### src/rtl/i2c_target_pkg.sv
// i2c_target_pkg: shared types and constants for the I2C register target.
//   state_t      - protocol FSM states
//   SYNC_STAGES  - synchronizer depth on the raw SCL/SDA pins
//   BYTE_W       - bits per I2C byte
//   ACK_LVL/NACK_LVL - SDA levels of an acknowledge / not-acknowledge
package i2c_target_pkg;

    localparam int unsigned SYNC_STAGES = 2;
    localparam int unsigned BYTE_W      = 8;
    localparam logic        ACK_LVL     = 1'b0;
    localparam logic        NACK_LVL    = 1'b1;

    typedef enum logic [3:0] {
        IDLE,
        ADDR,
        ADDR_ACK,
        PTR,
        PTR_ACK,
        WR,
        WR_ACK,
        RD,
        RD_ACK,
        IGNORE
    } state_t;

endpackage

### src/rtl/i2c_line_sync.sv
// i2c_line_sync: conditions the raw I2C pins for the system-clock domain.
//   clk, reset        - system clock, synchronous active-high reset
//   scl_i, sda_i      - raw pin levels
//   scl_rise/scl_fall - one-cycle strobes on synchronized SCL edges
//   start_det         - SDA fell while SCL stayed high
//   stop_det          - SDA rose while SCL stayed high
//   sda_s             - synchronized SDA level
module i2c_line_sync
    import i2c_target_pkg::*;
(
    input  logic clk,
    input  logic reset,
    input  logic scl_i,
    input  logic sda_i,
    output logic scl_rise,
    output logic scl_fall,
    output logic start_det,
    output logic stop_det,
    output logic sda_s
);

    logic [SYNC_STAGES-1:0] scl_sync;
    logic [SYNC_STAGES-1:0] sda_sync;
    logic                   scl_d;
    logic                   sda_d;
    logic                   scl_s;

    // Reset to the idle-bus level so leaving reset never looks like an edge.
    always_ff @(posedge clk) begin
        if (reset) begin
            scl_sync <= '1;
            sda_sync <= '1;
            scl_d    <= 1'b1;
            sda_d    <= 1'b1;
        end else begin
            scl_sync <= {scl_sync[SYNC_STAGES-2:0], scl_i};
            sda_sync <= {sda_sync[SYNC_STAGES-2:0], sda_i};
            scl_d    <= scl_sync[SYNC_STAGES-1];
            sda_d    <= sda_sync[SYNC_STAGES-1];
        end
    end

    assign scl_s     = scl_sync[SYNC_STAGES-1];
    assign sda_s     = sda_sync[SYNC_STAGES-1];
    assign scl_rise  =  scl_s & ~scl_d;
    assign scl_fall  = ~scl_s &  scl_d;
    assign start_det =  scl_s &  scl_d &  sda_d & ~sda_s;
    assign stop_det  =  scl_s &  scl_d & ~sda_d &  sda_s;

endmodule

### src/rtl/i2c_target_regs.sv
// i2c_target_regs: I2C target exposing a 2^AW x 8-bit register file.
// The first written byte sets the register pointer; further bytes write or
// read sequential registers. SCL/SDA are oversampled on clk.
//   clk, reset  - system clock (>= 20x SCL), synchronous active-high reset
//   scl_i/sda_i - raw pin levels
//   sda_oe      - 1 pulls SDA low (open drain)
//   reg_addr    - register pointer
//   reg_wdata   - write data, valid with reg_we
//   reg_we      - one-cycle write strobe at reg_addr
//   reg_re      - one-cycle read request at reg_addr
//   reg_rdata   - read data, sampled the cycle after reg_re
//   addressed   - high from own-address ACK until STOP/START
module i2c_target_regs
    import i2c_target_pkg::*;
#(
    parameter logic [6:0]  I2C_ADDR = 7'h21,
    parameter int unsigned AW       = 5,
    parameter bit          AUTO_INC = 1'b1
) (
    input  logic          clk,
    input  logic          reset,
    input  logic          scl_i,
    input  logic          sda_i,
    output logic          sda_oe,
    output logic [AW-1:0] reg_addr,
    output logic [7:0]    reg_wdata,
    output logic          reg_we,
    output logic          reg_re,
    input  logic [7:0]    reg_rdata,
    output logic          addressed
);

    logic scl_rise, scl_fall, start_det, stop_det, sda_s;

    i2c_line_sync u_sync (
        .clk       (clk),
        .reset     (reset),
        .scl_i     (scl_i),
        .sda_i     (sda_i),
        .scl_rise  (scl_rise),
        .scl_fall  (scl_fall),
        .start_det (start_det),
        .stop_det  (stop_det),
        .sda_s     (sda_s)
    );

    state_t            state, state_n;
    logic [3:0]        bit_cnt, bit_cnt_n;
    logic [BYTE_W-1:0] shreg, shreg_n;
    logic              sda_oe_n;
    logic [AW-1:0]     reg_addr_n;
    logic [7:0]        reg_wdata_n;
    logic              reg_we_n, reg_re_n, addressed_n;
    logic              rd_cap;
    logic [BYTE_W-1:0] shift_in;
    logic              byte_done;

    always_ff @(posedge clk) begin
        if (reset) begin
            state     <= IDLE;
            bit_cnt   <= '0;
            shreg     <= '0;
            sda_oe    <= 1'b0;
            reg_addr  <= '0;
            reg_wdata <= '0;
            reg_we    <= 1'b0;
            reg_re    <= 1'b0;
            addressed <= 1'b0;
            rd_cap    <= 1'b0;
        end else begin
            state     <= state_n;
            bit_cnt   <= bit_cnt_n;
            shreg     <= shreg_n;
            sda_oe    <= sda_oe_n;
            reg_addr  <= reg_addr_n;
            reg_wdata <= reg_wdata_n;
            reg_we    <= reg_we_n;
            reg_re    <= reg_re_n;
            addressed <= addressed_n;
            rd_cap    <= reg_re;   // reg_rdata is valid the cycle after reg_re
        end
    end

    always_comb begin
        state_n     = state;
        bit_cnt_n   = bit_cnt;
        shreg_n     = shreg;
        sda_oe_n    = sda_oe;
        reg_addr_n  = reg_addr;
        reg_wdata_n = reg_wdata;
        reg_we_n    = 1'b0;
        reg_re_n    = 1'b0;
        addressed_n = addressed;
        shift_in    = {shreg[BYTE_W-2:0], sda_s};
        byte_done   = scl_rise && (bit_cnt == 4'(BYTE_W - 1));

        // Write pointer advances the cycle after the strobe so the strobe
        // itself is seen at the address it targets.
        if (reg_we && AUTO_INC)
            reg_addr_n = reg_addr + 1'b1;

        if (stop_det) begin
            state_n     = IDLE;
            sda_oe_n    = 1'b0;
            addressed_n = 1'b0;
        end else if (start_det) begin
            state_n     = ADDR;
            bit_cnt_n   = '0;
            sda_oe_n    = 1'b0;
            addressed_n = 1'b0;
        end else begin
            unique case (state)
                ADDR, PTR, WR: begin
                    if (scl_rise) begin
                        shreg_n   = shift_in;
                        bit_cnt_n = bit_cnt + 1'b1;
                    end
                    if (byte_done) begin
                        bit_cnt_n = '0;
                        if (state == ADDR) begin
                            if (shift_in[BYTE_W-1:1] == I2C_ADDR) begin
                                state_n     = ADDR_ACK;
                                addressed_n = 1'b1;
                            end else begin
                                state_n = IGNORE;
                            end
                        end else if (state == PTR) begin
                            reg_addr_n = shift_in[AW-1:0];
                            state_n    = PTR_ACK;
                        end else begin
                            reg_wdata_n = shift_in;
                            reg_we_n    = 1'b1;
                            state_n     = WR_ACK;
                        end
                    end
                end
                // First falling edge starts driving the ACK, the second ends it;
                // sda_oe itself tells the two apart.
                ADDR_ACK, PTR_ACK, WR_ACK: begin
                    if (scl_fall) begin
                        if (!sda_oe) begin
                            sda_oe_n = ~ACK_LVL;
                        end else begin
                            sda_oe_n  = 1'b0;
                            bit_cnt_n = '0;
                            if (state == ADDR_ACK && shreg[0]) begin
                                reg_re_n = 1'b1;
                                state_n  = RD;
                            end else if (state == ADDR_ACK) begin
                                state_n = PTR;
                            end else begin
                                state_n = WR;
                            end
                        end
                    end
                end
                RD: begin
                    if (rd_cap) begin
                        shreg_n   = reg_rdata;
                        sda_oe_n  = ~reg_rdata[BYTE_W-1];
                        bit_cnt_n = '0;
                    end else begin
                        if (scl_rise)
                            bit_cnt_n = bit_cnt + 1'b1;
                        if (scl_fall) begin
                            if (bit_cnt == 4'(BYTE_W)) begin
                                sda_oe_n  = 1'b0;
                                bit_cnt_n = '0;
                                state_n   = RD_ACK;
                                if (AUTO_INC)
                                    reg_addr_n = reg_addr + 1'b1;
                            end else begin
                                shreg_n  = {shreg[BYTE_W-2:0], 1'b0};
                                sda_oe_n = ~shreg[BYTE_W-2];
                            end
                        end
                    end
                end
                RD_ACK: begin
                    if (scl_rise)
                        shreg_n = shift_in;
                    if (scl_fall) begin
                        if (shreg[0] == NACK_LVL) begin
                            state_n = IGNORE;
                        end else begin
                            reg_re_n = 1'b1;
                            state_n  = RD;
                        end
                    end
                end
                default: ;
            endcase
        end
    end

endmodule

### config.mk
export PLATFORM = sky130hd
export DESIGN_NAME = i2c_target_regs
export DESIGN_NICKNAME = d
export VERILOG_FILES = /design/src/rtl/i2c_target_pkg.sv /design/src/rtl/i2c_line_sync.sv /design/src/rtl/i2c_target_regs.sv
export SDC_FILE = /design/constraint.sdc
export NUM_CORES = 1
export LEC_CHECK = 0
export CORE_MARGIN = 5
export CORE_UTILIZATION = 55
export DETAILED_ROUTE_END_ITERATION = 16
export GPL_TIMING_DRIVEN = 1
export PLACE_DENSITY = 0.82
export SETUP_SLACK_MARGIN = 0.02
export SYNTH_ARGS = -nofsm -noshare
export SYNTH_HDL_FRONTEND = slang
export SYNTH_SLANG_ARGS = --single-unit
### constraint.sdc
create_clock -name clk -period 2.2 [get_ports clk]
set_input_delay 0.44 -clock clk [delete_from_list [all_inputs] [get_ports clk]]
set_output_delay 0.44 -clock clk [all_outputs]
set_load 0.02 [all_outputs]
==> results of run 1 <==
-- where the power goes --
part           switching [mW]  internal, mW  leakage [nW]  total [mW]
Sequential              0.135         0.795         0.317       0.929
Clock                   0.265         0.332        0.0502       0.597
Combinational           0.525         0.374         0.651       0.898
Total                   0.924          1.50          1.02        2.42
-- critical path, stage by stage (launching register included) --
cell	delay [ns]
dfxtp_2	0.41
or4b_4	0.51
a32o_1	0.25
a211oi_4	0.28
buf_4	0.24
nor2_1	0.05
a211oi_1	0.19
-- stage by stage --
stage / utilization / total power, mW / cells / cell area, um^2 / hold WS, ns
floorplan: - / 1.57 / 263 / 2270 / 0.389
global placement: 0.657 / 1.80 / 334 / 2630 / 0.392
detailed placement: 0.657 / 1.82 / 334 / 2630 / 0.404
CTS: 0.684 / 2.41 / 341 / 2740 / 0.422
global route: 0.684 / 2.55 / 341 / 2740 / 0.434
finish: 0.684 / 2.42 / 341 / 2740 / 0.417
-- cells by family after synthesis --
group,after synthesis
flip-flops,39
AND/OR/NAND/NOR,101
XOR/XNOR,8
adder cells (fa/ha/maj),3
buffers and inverters,29
multiplexers,22
AO/OA/AOI/OAI,61
-- cells in the mapped netlist, drive strengths merged (3+ instances only) --
cell type and number:
and3 4, o21ai 8, buf 4, mux2i 17, nand3 3, nand4 11
xor2 5, nor2 24, mux2 5, nand3b 3, a31oi 7, ha 3
a21oi 10, nand2 15, o2111ai 3, dfxtp 39, nand2b 4, or2 8
clkbuf 17, inv 8, xnor2 3, nor2b 8, a211o 4, a22oi 4
nor3 5, o211ai 4, a211oi 8
-- final timing paths --
check                startpoint                 end  slack [ns]  cells after the start
min          u_sync.sda_sync[0]  u_sync.sda_sync[1]        0.42                      1
max                    state[3]            shreg[2]        0.19                      6
min reg2reg  u_sync.sda_sync[0]  u_sync.sda_sync[1]        0.42                      1
max reg2reg            state[3]            shreg[2]        0.19                      6
-- flip-flops by register name, summed over array words and instances (netlist names) --
signal	flops
addressed	1
bit_cnt	4
rd_cap	1
reg_addr	5
reg_re	1
reg_wdata	8
reg_we	1
sda_oe	1
shreg	7
state	4
u_sync.scl_d	1
u_sync.scl_sync	2
u_sync.sda_d	1
u_sync.sda_sync	2
-- layer usage --
layer	up-vias	routed length, um	share of wire
li1	1018	-	-
met1	1015	2520	0.44
met2	72	2780	0.48
met3	11	359	0.062
met4	0	114	0.020
met5	-	0	0
-- layout make-up --
cell class,instances,area [um^2]
clock buffer,5,68.8
timing repair buffer,42,398
inverter,8,30.0
clock inverter,2,37.5
multi-input combinational,195,1360
fill,335,1260
sequential,39,782
tap,50,62.6
==> impl_metrics.env, run 1 <==
export IMPL_clk_latency_ns=0.30
export IMPL_hold_viol_final=0
export IMPL_status="finished, final reports clean"
export IMPL_period_needed_ns=2.01
export IMPL_port_buffers=28
export IMPL_met1_usage=0.301
export IMPL_relSlewSlack=0.581
export IMPL_core_area_um2=4000
export IMPL_grt_pass1_wl_um=9780
export IMPL_cts_root_buf="clkbuf_8"
export IMPL_cts_resized_gates=0
export IMPL_syn_area_um2=2270
export IMPL_start_util=0.567
export IMPL_gr_total_overflow=0
export IMPL_finalSetupViolations=0
export IMPL_row_count=23
export IMPL_cts_setup_buffers=0
export IMPL_globalplace_congestion=0.939
export IMPL_synth_top_family_by_area="simple AND/OR/NAND/NOR gates"
export IMPL_met3_usage=0.0419
export IMPL_grt_use_total=0.227
export IMPL_max_freq_mhz=497
export IMPL_yosysWarnings=0
export IMPL_final_cell_mix="dfxtp_1 (38), clkdlybuf4s50_1 (28), nor2_1 (24)"
export IMPL_final_period_utilization=0.915
export IMPL_io_pins=29
export IMPL_fin_setup_tns_ns=0
export IMPL_synth_xor_area_frac=0.0309
export IMPL_power_density_nw_per_um2=886
export IMPL_antenna_found_initial=0
export IMPL_cts_max_level=2
export IMPL_wl_um=5780
export IMPL_startpoint_type="register"
export IMPL_clk_pin_slew_ns=0.08
export IMPL_path_max_fanout=9
export IMPL_diodes=0
export IMPL_drive_gt1_frac=0.144
export IMPL_clock_sinks=39
export IMPL_yosys_area_top_type="dfxtp_1"
export IMPL_p_leak_nw=1.02
export IMPL_cts_buffers_inserted=5
export IMPL_maxCapViolCount=0
export IMPL_rsz0062_at_grt="false"
export IMPL_gr_max_usage_layer="met2"
export IMPL_synthAdderAreaFrac=0.0165
export IMPL_critPathKind="reg2reg"
export IMPL_postSynthAreaPerCell_um2=8.63
export IMPL_async_reset_ff_frac=0
export IMPL_hold_buffers=0
export IMPL_dp_hpwl_um=4060
export IMPL_yosysSeqAreaShare=0.344
export IMPL_die_h_um=74.2
export IMPL_synth_seq_cells=39
export IMPL_cts_tree="done"
export IMPL_synth_compound_area_frac=0.201
export IMPL_wl_per_cell_um=17.0
export IMPL_die_area_um2=5510
export IMPL_die_w_um=74.2
export IMPL_drt_initial_drc_count=210
export IMPL_drc=0
export IMPL_yosys_cell_types_count=53
export IMPL_layout_commonest_cell="dfxtp_1"
export IMPL_met2_usage=0.376
export IMPL_synth_top_cell_area_share=0.344
export IMPL_arrival_ns=2.23
export IMPL_ys_top_cells_by_area="dfxtp_1 (34%), mux2i_1 (7.5%), nor2_1 (4.0%), nand4_1 (3.0%), clkbuf_1 (2.5%)"
export IMPL_synth_simple_area_share=0.251
export IMPL_worstPathRequired_ns=2.42
export IMPL_num_vias=2116
export IMPL_ant_nets=0
export IMPL_synth_main_ff_cell="dfxtp_1"
export IMPL_area_delta_synth_final_pct=20.7
export IMPL_finClkSkew_ns=0.00678
export IMPL_cp_end_kind="register"
export IMPL_dr_pass1_iters=5
export IMPL_synth_mux_area_frac=0.0998
export IMPL_cts_buffer_depth=2
export IMPL_maxSlewViolCount=0
export IMPL_syn_nets=278
export IMPL_netlist_instances=263
export IMPL_grt_pass1_vias=2018
export IMPL_nNetsFinal=306
export IMPL_ir_worst_vdd_v=0.000605
export IMPL_tightest_slew_ns=0.622
export IMPL_fin_ws_ns=0.188
export IMPL_hold_class="reg2reg"
export IMPL_dp_slack_ns=0.126
export IMPL_synth_edf_count=0
export IMPL_grt_max_degree=34
export IMPL_via_per_inst=6.21
Note: power is estimated with default switching activity, not from simulation.
==> run 2: changes to the inputs <==
--- a/config.mk
+++ b/config.mk
@@ -6,10 +6,9 @@
 export NUM_CORES = 1
 export LEC_CHECK = 0
 export CORE_MARGIN = 5
-export CORE_UTILIZATION = 55
+export CORE_UTILIZATION = 50
 export DETAILED_ROUTE_END_ITERATION = 16
-export GPL_TIMING_DRIVEN = 1
-export PLACE_DENSITY = 0.82
+export PLACE_DENSITY = 0.76
 export SETUP_SLACK_MARGIN = 0.02
 export SYNTH_ARGS = -nofsm -noshare
 export SYNTH_HDL_FRONTEND = slang
==> impl_metrics.env, run 2 (synthesis gave the netlist of run 1 again) <==
export IMPL_globalplace_congestion=0.945
export IMPL_clk_pin_slew_ns=0.08
export IMPL_cts_buffer_depth=2
export IMPL_multiInputGateArea_um2=1360
export IMPL_die_w_um=77.4
export IMPL_gr_total_overflow=0
export IMPL_cts_buffers_inserted=5
export IMPL_cts_root_buf="clkbuf_8"
export IMPL_ir_worst_vdd_v=0.000538
export IMPL_dr_pass1_iters=4
export IMPL_layout_commonest_cell="dfxtp_1"
export IMPL_die_h_um=77.4
export IMPL_drt_initial_drc_count=235
export IMPL_drive_gt1_frac=0.141
export IMPL_grt_use_total=0.184
export IMPL_fill_cells=390
export IMPL_worstPathRequired_ns=2.41
export IMPL_status="finished, final reports clean"
export IMPL_wl_met1_um=2480
export IMPL_cts_max_level=2
export IMPL_maxCapViolCount=0
export IMPL_wl_um=5420
export IMPL_stdcell_area_um2=2700
export IMPL_largestRegisters="reg_wdata x8, shreg x7, reg_addr x5"
export IMPL_seq_area_um2=781
export IMPL_hold_viol_final=0
export IMPL_area_delta_synth_final_pct=19.1
export IMPL_rsz0062_at_grt="false"
export IMPL_nNetsFinal=305
export IMPL_io_pins=29
export IMPL_largest_register_ffs=8
export IMPL_cts_tree="done"
export IMPL_grt_pass1_vias=1958
export IMPL_cp_end_kind="register"
export IMPL_core_area_um2=4380
export IMPL_top_layer="met4"
export IMPL_dp_hpwl_um=3980
export IMPL_period_needed_ns=1.99
export IMPL_dr_wl_met3_um=368
export IMPL_whs_ns=0.413
export IMPL_fin_setup_tns_ns=0
export IMPL_p_leak_nw=0.999
export IMPL_hold_class="reg2reg"
export IMPL_final_cell_mix="dfxtp_1 (39), clkdlybuf4s50_1 (28), nor2_1 (24)"
export IMPL_max_freq_mhz=502
export IMPL_finalSetupViolations=0
export IMPL_arrival_ns=2.20
export IMPL_port_buffers=28
export IMPL_dp_slack_ns=0.265
export IMPL_grt_max_degree=34
export IMPL_path_max_fanout=14
export IMPL_fin_ws_ns=0.208
export IMPL_clk_latency_ns=0.30
export IMPL_startpoint_type="register"
export IMPL_diodes=0
export IMPL_die_area_um2=5980
export IMPL_ant_nets=0
export IMPL_start_util=0.517
export IMPL_relSlewSlack=0.600
export IMPL_cts_setup_buffers=0
export IMPL_antenna_found_initial=0
export IMPL_via_per_inst=5.95
export IMPL_clock_sinks=39
export IMPL_row_count=24
export IMPL_maxSlewViolCount=0
export IMPL_cts_resized_gates=0
export IMPL_num_vias=2040
export IMPL_grt_pass1_wl_um=9120
export IMPL_wl_per_cell_um=15.8
export IMPL_tightest_slew_ns=0.594
export IMPL_hold_buffers=0
export IMPL_critPathKind="reg2reg"
export IMPL_drc=0
export IMPL_power_density_nw_per_um2=850
export IMPL_placed_area_um2=2610
export IMPL_finClkSkew_ns=0.00517
export IMPL_final_period_utilization=0.905
export IMPL_met2_length_um=2440
export IMPL_largest_register="reg_wdata"
## run 2: stage by stage
| step | util | power, mW | cells |
|---|---|---|---|
| 6_report | 0.616 | 2.30 | 343 |
| 5_1_grt | 0.616 | 2.45 | 343 |
| 4_1_cts | 0.616 | 2.30 | 343 |
| 3_5_place_dp | 0.596 | 1.81 | 335 |
| 3_3_place_gp | 0.596 | 1.79 | 335 |
| 2_1_floorplan | - | 1.57 | 263 |
## run 2: worst max-delay path, cell delays in order, from the launching register on
cell and delay, ns:
dfxtp_1 0.37, or4b_4 0.53, a32o_1 0.25, a211oi_4 0.20, buf_4 0.22, nor2_1 0.06
a311oi_1 0.27
## run 2: worst paths after layout
check / to / startpoint / slack [ns] / cells past startpoint
worst max-delay path: shreg[0] / state[0] / 0.21 / 6
worst min register to register: u_sync.sda_sync[1] / u_sync.sda_sync[0] / 0.41 / 1
worst max register to register: shreg[0] / state[0] / 0.21 / 6
worst min-delay path: u_sync.sda_sync[1] / u_sync.sda_sync[0] / 0.41 / 1
## run 2: power breakdown
part	switching [mW]	leakage, nW	internal (mW)
clock	0.270	0.0402	0.220
combinational	0.511	0.642	0.372
sequential	0.129	0.317	0.794
## run 2: layout make-up
type,instances,area share
sequential,39,0.289
clock buffer,5,0.0255
timing repair buffer,41,0.140
tap,52,0.0241
inverter,8,0.0111
clock inverter,3,0.00741
multi-input combinational,195,0.503
## run 2: metal layers
metal	vias up	track usage
li1	1019	-
met4	0	0.0687
met5	-	0
met3	15	0.0486
met1	943	0.236
met2	63	0.298
==> run 3: changes to the inputs <==
--- a/config.mk
+++ b/config.mk
@@ -8,6 +8,7 @@
 export CORE_MARGIN = 5
 export CORE_UTILIZATION = 50
 export DETAILED_ROUTE_END_ITERATION = 16
+export GPL_ROUTABILITY_DRIVEN = 0
 export PLACE_DENSITY = 0.76
 export SETUP_SLACK_MARGIN = 0.02
 export SYNTH_ARGS = -nofsm -noshare
==> impl_metrics.env, run 3 (synthesis gave the netlist of run 1 again) <==
export IMPL_clk_pin_slew_ns=0.08
export IMPL_power_share_clock=0.214
export IMPL_antenna_found_initial=0
export IMPL_die_area_um2=5980
export IMPL_p_switching_mw=0.898
export IMPL_largest_register="reg_wdata"
export IMPL_wl_um=5490
export IMPL_start_util=0.517
export IMPL_drive_gt1_frac=0.148
export IMPL_period_needed_ns=1.96
export IMPL_clock_sinks=39
export IMPL_finish_utilization=0.617
export IMPL_grt_pass1_wl_um=9140
export IMPL_drt_initial_drc_count=140
export IMPL_relSlewSlack=0.597
export IMPL_via_per_inst=6.01
export IMPL_clk_latency_ns=0.29
export IMPL_path_delay_family="compound AO/OA/AOI/OAI gates"
export IMPL_cts_setup_buffers=0
export IMPL_power_frac_comb=0.378
export IMPL_stdcell_area_um2=2700
export IMPL_met1_usage=0.240
export IMPL_hold_buffers=0
export IMPL_p_sw_frac=0.393
export IMPL_gr_max_usage_layer="met2"
export IMPL_die_h_um=77.4
export IMPL_p_leak_nw=1.00
export IMPL_final_instance_count_excl_fill=343
export IMPL_power_density_nw_per_um2=846
export IMPL_critPathKind="reg2reg"
export IMPL_arrival_ns=2.17
export IMPL_maxCapViolCount=0
export IMPL_startpoint_type="register"
export IMPL_cts_max_level=2
export IMPL_drc=0
export IMPL_largestRegisters="reg_wdata x8, shreg x7, reg_addr x5"
export IMPL_ir_worst_vdd_v=0.000573
export IMPL_intPower_mw=1.39
export IMPL_finClkSkew_ns=0.00761
export IMPL_placed_area_um2=2610
export IMPL_cts_resized_gates=0
export IMPL_diodes=0
export IMPL_hold_class="reg2reg"
export IMPL_rsz0062_at_grt="false"
export IMPL_cts_buffers_inserted=5
export IMPL_cp_end_kind="register"
export IMPL_grt_pass1_vias=1935
export IMPL_p_seq_frac=0.408
export IMPL_worst_path_max_delay_cell="or4b_4"
export IMPL_dr_pass1_iters=4
export IMPL_worstPathRequired_ns=2.41
export IMPL_tightest_slew_ns=0.599
export IMPL_final_period_utilization=0.891
export IMPL_row_count=24
export IMPL_nNetsFinal=305
export IMPL_path_max_fanout=14
export IMPL_port_buffers=28
export IMPL_ant_nets=0
export IMPL_grt_max_degree=34
export IMPL_status="finished, final reports clean"
export IMPL_hold_viol_final=0
export IMPL_cts_tree="done"
export IMPL_fin_ws_ns=0.239
export IMPL_dp_cells=335
export IMPL_maxSlewViolCount=0
export IMPL_met3_usage=0.0428
export IMPL_whs_ns=0.415
export IMPL_num_vias=2062
export IMPL_critPathBufInv=1
export IMPL_cts_buffer_depth=2
export IMPL_dp_hpwl_um=4000
export IMPL_met2_usage=0.304
export IMPL_area_delta_synth_final_pct=19.2
export IMPL_slowest_delay_ns=0.53
export IMPL_core_area_um2=4380
export IMPL_cts_root_buf="clkbuf_8"
export IMPL_largest_register_ffs=8
export IMPL_path_cells="or4b_4, a32o_1, a211oi_4, buf_4, nor2_1, a311oi_1"
export IMPL_die_w_um=77.4
export IMPL_dp_slack_ns=0.211
export IMPL_finalSetupViolations=0
export IMPL_power_mw=2.29
export IMPL_fin_setup_tns_ns=0
export IMPL_layout_commonest_cell="dfxtp_1"
export IMPL_grt_use_total=0.184
export IMPL_max_freq_mhz=510
export IMPL_wl_per_cell_um=16.0
export IMPL_gr_total_overflow=0
export IMPL_final_cell_mix="dfxtp_1 (37), clkdlybuf4s50_1 (28), nor2_1 (24)"
export IMPL_io_pins=29
[run 3: cell count changes in the layout (fill, tap and decap cells not counted)]
cell | before | now
dfxtp_1 | 39 | 37
dfxtp_2 | 0 | 2
[run 3: path summary, 6_finish.rpt]
path / cells past startpoint / startpoint / slack [ns] / to
min: 1 / u_sync.scl_sync[0] / 0.42 / u_sync.scl_sync[1]
max reg2reg: 6 / state[0] / 0.24 / shreg[0]
max: 6 / state[0] / 0.24 / shreg[0]
min reg2reg: 1 / u_sync.scl_sync[0] / 0.42 / u_sync.scl_sync[1]
[run 3: area by class of cell]
cell class                      instances  area [um^2]
Clock buffer                            5         68.8
Tap cell                               52         65.1
Timing Repair Buffer                   41          378
Fill cell                             388         1680
Inverter                                8         30.0
Sequential cell                        39          783
Multi-Input combinational cell        195         1360
Clock inverter                          3         20.0
[run 3: power by group through the flow]
stage          clock [mW]  sequential, mW  combinational, mW
6_report            0.489           0.932              0.866
5_1_grt             0.530           0.946              0.965
4_1_cts             0.502           0.928              0.862
3_5_place_dp            0           0.944              0.851
3_3_place_gp            0           0.943              0.842
2_1_floorplan           0           0.875              0.698
[run 3: layer usage]
metal  part of all wire  vias up
met5                  0        -
met3              0.053        8
met4              0.015        0
met2               0.47       58
met1               0.46      972
li1                   -     1024
[run 3: worst register-to-register path: cells and delay by family, from the launching register on]
kind                   cells  cell delay (ns)
buffers and inverters      1             0.22
AOI/OAI and AO/OA          3             0.69
and+or+nand+nor            2             0.59
DFF                        1             0.39
